## src/rtl/keypad_pkg.sv

```systemverilog
// Shared constants, press-latch state type and one-hot/BCD helpers for the keypad front end.
package keypad_pkg;

    localparam int unsigned NUM_KEYS = 10;
    localparam int unsigned DIGIT_W  = 4;

    typedef enum logic {
        LATCH_ARMED,
        LATCH_HELD
    } latch_state_t;

    function automatic logic is_onehot(input logic [NUM_KEYS-1:0] v);
        int unsigned ones;
        ones = 0;
        for (int unsigned k = 0; k < NUM_KEYS; k++) begin
            if (v[k]) ones++;
        end
        return (ones == 1);
    endfunction

    // Returns 4'hF for anything that is not exactly one key.
    function automatic logic [DIGIT_W-1:0] onehot_to_bcd(input logic [NUM_KEYS-1:0] v);
        logic [DIGIT_W-1:0] d;
        d = '1;
        if (is_onehot(v)) begin
            for (int unsigned k = 0; k < NUM_KEYS; k++) begin
                if (v[k]) d = DIGIT_W'(k);
            end
        end
        return d;
    endfunction

endpackage

```

## src/rtl/keypad_debounce.sv

```systemverilog
// Two-flop synchroniser followed by a stability counter; db follows the synchronised
// vector only after it has held still for DEBOUNCE_CYCLES cycles.
module keypad_debounce
    import keypad_pkg::*;
#(
    parameter int unsigned WIDTH           = NUM_KEYS,
    parameter int unsigned DEBOUNCE_CYCLES = 2
) (
    input  logic             clk,
    input  logic             rst_n,
    input  logic [WIDTH-1:0] din,
    output logic [WIDTH-1:0] db
);

    localparam int unsigned       CNT_W    = (DEBOUNCE_CYCLES > 1) ? $clog2(DEBOUNCE_CYCLES) : 1;
    localparam logic [CNT_W-1:0]  CNT_LAST = CNT_W'(DEBOUNCE_CYCLES - 1);

    logic [WIDTH-1:0] sync1;
    logic [WIDTH-1:0] sync2;
    logic [CNT_W-1:0] cnt;

    // sync1 != sync2 means sync2 is about to change, so the count restarts with it.
    always_ff @(posedge clk or negedge rst_n) begin
        if (!rst_n) begin
            sync1 <= '0;
            sync2 <= '0;
            cnt   <= '0;
            db    <= '0;
        end else begin
            sync1 <= din;
            sync2 <= sync1;
            if (sync1 != sync2) begin
                cnt <= '0;
            end else if (cnt != CNT_LAST) begin
                cnt <= cnt + CNT_W'(1);
            end else begin
                db <= sync2;
            end
        end
    end

endmodule

```

## src/rtl/keypad.sv

```systemverilog
// Keypad front end: debounced one-hot buttons become BCD digits shifted into a
// NUM_DIGITS-deep register, with a one-cycle pulse per accepted press.
module keypad
    import keypad_pkg::*;
#(
    parameter int unsigned DEBOUNCE_CYCLES = 2,
    parameter int unsigned NUM_DIGITS      = 4
) (
    input  logic                          clk,
    input  logic                          rst_n,
    input  logic [NUM_KEYS-1:0]           keypad_buttons,
    input  logic                          keypad_reset_shift,
    output logic [DIGIT_W*NUM_DIGITS-1:0] keypad_values,
    output logic                          shift_pulse
);

    localparam int unsigned VAL_W = DIGIT_W * NUM_DIGITS;

    logic [NUM_KEYS-1:0] db;
    logic                accept;
    logic [DIGIT_W-1:0]  digit;
    latch_state_t        latch_state;

    keypad_debounce #(
        .WIDTH           (NUM_KEYS),
        .DEBOUNCE_CYCLES (DEBOUNCE_CYCLES)
    ) u_debounce (
        .clk   (clk),
        .rst_n (rst_n),
        .din   (keypad_buttons),
        .db    (db)
    );

    always_comb begin
        accept = 1'b0;
        digit  = onehot_to_bcd(db);
        if ((latch_state == LATCH_ARMED) && is_onehot(db)) begin
            accept = 1'b1;
        end
    end

    // Any non-zero db consumes the armed latch, including multi-key and cleared presses.
    always_ff @(posedge clk or negedge rst_n) begin
        if (!rst_n) begin
            latch_state   <= LATCH_ARMED;
            keypad_values <= '0;
            shift_pulse   <= 1'b0;
        end else begin
            latch_state <= (db == '0) ? LATCH_ARMED : LATCH_HELD;
            shift_pulse <= accept && !keypad_reset_shift;
            if (keypad_reset_shift) begin
                keypad_values <= '0;
            end else if (accept) begin
                keypad_values <= {keypad_values[VAL_W-DIGIT_W-1:0], digit};
            end
        end
    end

endmodule

```

## config.mk

```make
export PLATFORM = sky130hd
export DESIGN_NAME = keypad
export DESIGN_NICKNAME = d
export VERILOG_FILES = /design/src/rtl/keypad_pkg.sv /design/src/rtl/keypad_debounce.sv /design/src/rtl/keypad.sv
export SDC_FILE = /design/constraint.sdc
export NUM_CORES = 1
export LEC_CHECK = 0
export CAP_MARGIN = 10
export CORE_ASPECT_RATIO = 1.2
export CORE_MARGIN = 5
export CORE_UTILIZATION = 45
export CTS_CLUSTER_DIAMETER = 50
export DETAILED_ROUTE_END_ITERATION = 7
export PLACE_DENSITY = 0.69
export SETUP_SLACK_MARGIN = 0.02
export SLEW_MARGIN = 20
export SYNTH_ARGS = -nofsm -noshare
export SYNTH_HDL_FRONTEND = slang
export SYNTH_HIERARCHICAL = 1
export SYNTH_SLANG_ARGS = --single-unit
```

## constraint.sdc

```tcl
create_clock -name clk -period 5.53 [get_ports clk]
set_input_delay 0.8295 -clock clk [delete_from_list [all_inputs] [get_ports clk]]
set_output_delay 0.8295 -clock clk [all_outputs]
set_load 0.02 [all_outputs]
```

==> results.cfg <==
[outcome]
status = completed

[setup_path]
crit_path_end_kind = register
crit_fanout = 6
crit_family = adder cells
cp-start-kind = register
crit_type = register to register
cp_common_cell = ha_4
worstPathArrival_ns = 5.73
crit_buf_inv = 5
worstPathRequired_ns = 5.75
max_stage_delay_ns = 0.42
cp_slowest_cell = dfrtp_1

[clocking]
cts_num_sinks = 49
cts-buffers-inserted = 5
cts_tree = built
htree_levels = 2
clk-insertion-delay-late_ns = 0.30
cts.clk_slew.worst_paths_ns = 0.08
cts-root-buf = clkbuf_8
clockBufferDepth = 2

[route]
routed_wl_mm = 5.32
wire_per_inst_um = 14.2
drt_iter0_markers = 87
vias = 1910
drc_errors = 0
dr.pass1.iters = 4
final_antenna_net_count = 0
via_per_inst = 5.09

[timing]
slew-limit-headroom_pct = 57.7
rsz0062_at_grt = yes
period_needed_ns = 5.52
setup_slack_ns = 0.0136
timing.fmax_mhz = 181
hold_violations = 0
worstMarginPinSlew_ns = 0.630
report.final.setup_viol = 0
fin_crit_sh_pct = 99.8
final_max_slew_viol_count = 0
fin_worst_skew_ns = 0.0101

[hold_path]
min_path_type = register to register

[pwr]
p_per_area_nw_per_um2 = 191
max-vdd-ir-drop_mv = 0.221
cellLeakagePower_nw = 1.58

[finish]
fin_nets = 315
drive_gt1_share_pct = 23.9
antenna_cells = 0
utilization_pct = 58.2
design_area_um2 = 3450
syn_to_final_growth_pct = 28.1

[floorplan]
num_rows = 31
coreArea_um2 = 5930
boundaryPins = 30
die_x_um = 80.7
start_util_pct = 45.4
fp.dieH_um = 94.8
die_area_um2 = 7650

[global_routing]
grt_usage_pct = 14.4
grt_first_pass_wirelength_mm = 8.65
grt_pass1_vias = 1893
grt_antenna_before_repair = 0
grt_max_degree = 50
grt-ovfl-total = 0

[synthesis]
synthCells = 246
synth_seq_cells = 49
yosys_warnings = 6
synthDistinctLibCells = 45
avgSynthCellArea_um2 = 11.0
netlist_area_um2 = 2700
synth_nets = 269
ys_seq_area_share_pct = 45.5

[placement]
dp_hpwl_mm = 3.58
post-place-ws_ns = -0.134
gp_congestion = 0.821
dpl-instance-area_um2 = 3080
portBuffers = 29

[flow_run]
cap_violations = 0
logic make-up after synthesis:
family,share of synthesized area [%]
XOR/XNOR,11.6
flip-flops,45.5
AND/OR/NAND/NOR,13.9
multiplexers,12.6
adder cells (fa/ha/maj),4.64
buffers and inverters,4.36
AO/OA/AOI/OAI,7.33
layer usage:
metal / wire (µm) / part of all wire (%) / global-route usage (%) / up-vias
li1: - / - / - / 948
met1: 2380 / 45 / 17.8 / 931
met2: 2740 / 52 / 25.2 / 24
met3: 101 / 1.9 / 1.62 / 7
met4: 99 / 1.9 / 6.20 / 0
met5: 0 / 0 / 0 / -
state kept, by name, indices dropped and copies added, names as in the netlist:
register / cells
shift_pulse: 1
u_debounce/db: 10
keypad_values: 16
u_debounce/cnt: 1
u_debounce/sync1: 10
latch_state: 1
u_debounce/sync2: 10
final timing paths:
check	startpoint	to	slack, ns	cells after the start
hold / removal	u_debounce/sync1[7]$_DFF_PN0_	u_debounce/sync2[7]$_DFF_PN0_	0.40	0
setup reg to reg	u_debounce/db[1]$_DFFE_PN0P_	keypad_values[5]$_DFFE_PN0P_	0.01	30
max in group asynchronous	rst_n	u_debounce/db[1]$_DFFE_PN0P_	4.61	1
min in group asynchronous	rst_n	keypad_values[3]$_DFFE_PN0P_	0.53	1
hold reg to reg	u_debounce/sync1[7]$_DFF_PN0_	u_debounce/sync2[7]$_DFF_PN0_	0.40	0
setup / recovery	u_debounce/db[1]$_DFFE_PN0P_	keypad_values[5]$_DFFE_PN0P_	0.01	30
report_power, final:
part	total (mW)	internal, mW	switching (mW)	leakage [nW]
clock	0.260	0.147	0.113	0.0585
combinational	0.0271	0.0133	0.0138	0.880
sequential	0.371	0.365	0.00523	0.638
metrics by stage:
stage,setup TNS [ns],cells,hold slack (ns),power [mW]
global placement,0,354,0.375,0.405
finish,0,375,0.396,0.658
floorplan,0,246,0.373,0.387
detailed placement,-1.08,354,0.380,0.405
CTS,0,371,0.399,0.664
global route,-4.10,375,0.412,0.681
cells in the mapped netlist (all sizes together):
| master | number | area share [%] |
|---|---|---|
| nand3b | 2 | 0.56 |
| clkbuf | 6 | 0.84 |
| a21oi | 2 | 0.37 |
| o2111a | 1 | 0.42 |
| o21bai | 1 | 0.28 |
| ha | 10 | 4.6 |
| mux2 | 13 | 5.6 |
| a211oi | 1 | 0.28 |
| and2 | 2 | 0.46 |
| a221oi | 1 | 0.32 |
| o31ai | 2 | 0.56 |
| a21o | 1 | 0.28 |
| xor2 | 4 | 1.3 |
| a311oi | 2 | 0.88 |
| nand2b | 3 | 0.70 |
| a31oi | 2 | 0.46 |
| o311ai | 2 | 0.65 |
| dfrtp | 49 | 45 |
| or2 | 2 | 0.46 |
| xor3 | 2 | 1.9 |
| nand3 | 4 | 0.74 |
| o22ai | 2 | 0.70 |
| nor2 | 16 | 2.2 |
| nor3b | 1 | 0.28 |
| nand2 | 32 | 4.5 |
| and3 | 5 | 1.2 |
| nor4 | 1 | 0.23 |
| a32oi | 1 | 0.32 |
| inv | 12 | 1.7 |
| nor3 | 6 | 1.5 |
| mux2i | 19 | 7.1 |
| o211a | 1 | 0.37 |
| a2111oi | 1 | 0.32 |
| nor4b | 2 | 0.65 |
| o21ai | 6 | 1.1 |
| xnor2 | 21 | 6.8 |
| nand4 | 2 | 0.46 |
| buf | 4 | 1.9 |
| xnor3 | 2 | 1.7 |
layout by cell type (no fill, tap or decap), types with 2 or more instances in the layout:
cell | netlist | final
o22ai_2 | 1 | 2
nand2_4 | 0 | 2
nor2_2 | 0 | 2
xnor3_1 | 2 | 2
nand2_1 | 32 | 30
xor2_1 | 4 | 4
clkbuf_8 | 0 | 6
mux2_2 | 12 | 11
nand3_1 | 4 | 4
xnor2_1 | 21 | 21
mux2i_1 | 19 | 16
inv_1 | 12 | 9
dfrtp_1 | 49 | 49
nand4_1 | 2 | 2
buf_4 | 1 | 18
mux2_4 | 1 | 2
ha_4 | 0 | 4
nor2_1 | 16 | 14
nand3b_1 | 2 | 2
a31oi_1 | 2 | 2
ha_1 | 10 | 5
o311ai_0 | 2 | 2
and2_1 | 2 | 2
inv_2 | 0 | 3
mux2i_2 | 0 | 3
o21ai_0 | 6 | 4
nor3_1 | 5 | 5
nor4b_1 | 2 | 2
xor3_2 | 2 | 2
and3_1 | 5 | 4
nand2b_4 | 0 | 2
clkdlybuf4s50_1 | 0 | 28
a21oi_1 | 2 | 2
area by class of cell:
cell class / instances / area [µm²]
fill: 478 / 2480
inverter: 12 / 45.0
tap: 82 / 103
multi-input combinational: 175 / 1490
clock buffer: 7 / 86.3
sequential: 49 / 1230
timing repair buffer: 49 / 474
clock inverter: 1 / 30.0
timing repair:
| item | CTS | global route |
|---|---|---|
| endpoints found under the setup margin | 13 | 17 |
| buffers inserted | 8 | 5 |
| pin swaps | 6 | 10 |
| gates resized for setup | 13 | 19 |
| gates cloned | 1 | 0 |
| hold buffers | 0 | 0 |
Note: power is estimated with default switching activity, not from simulation.
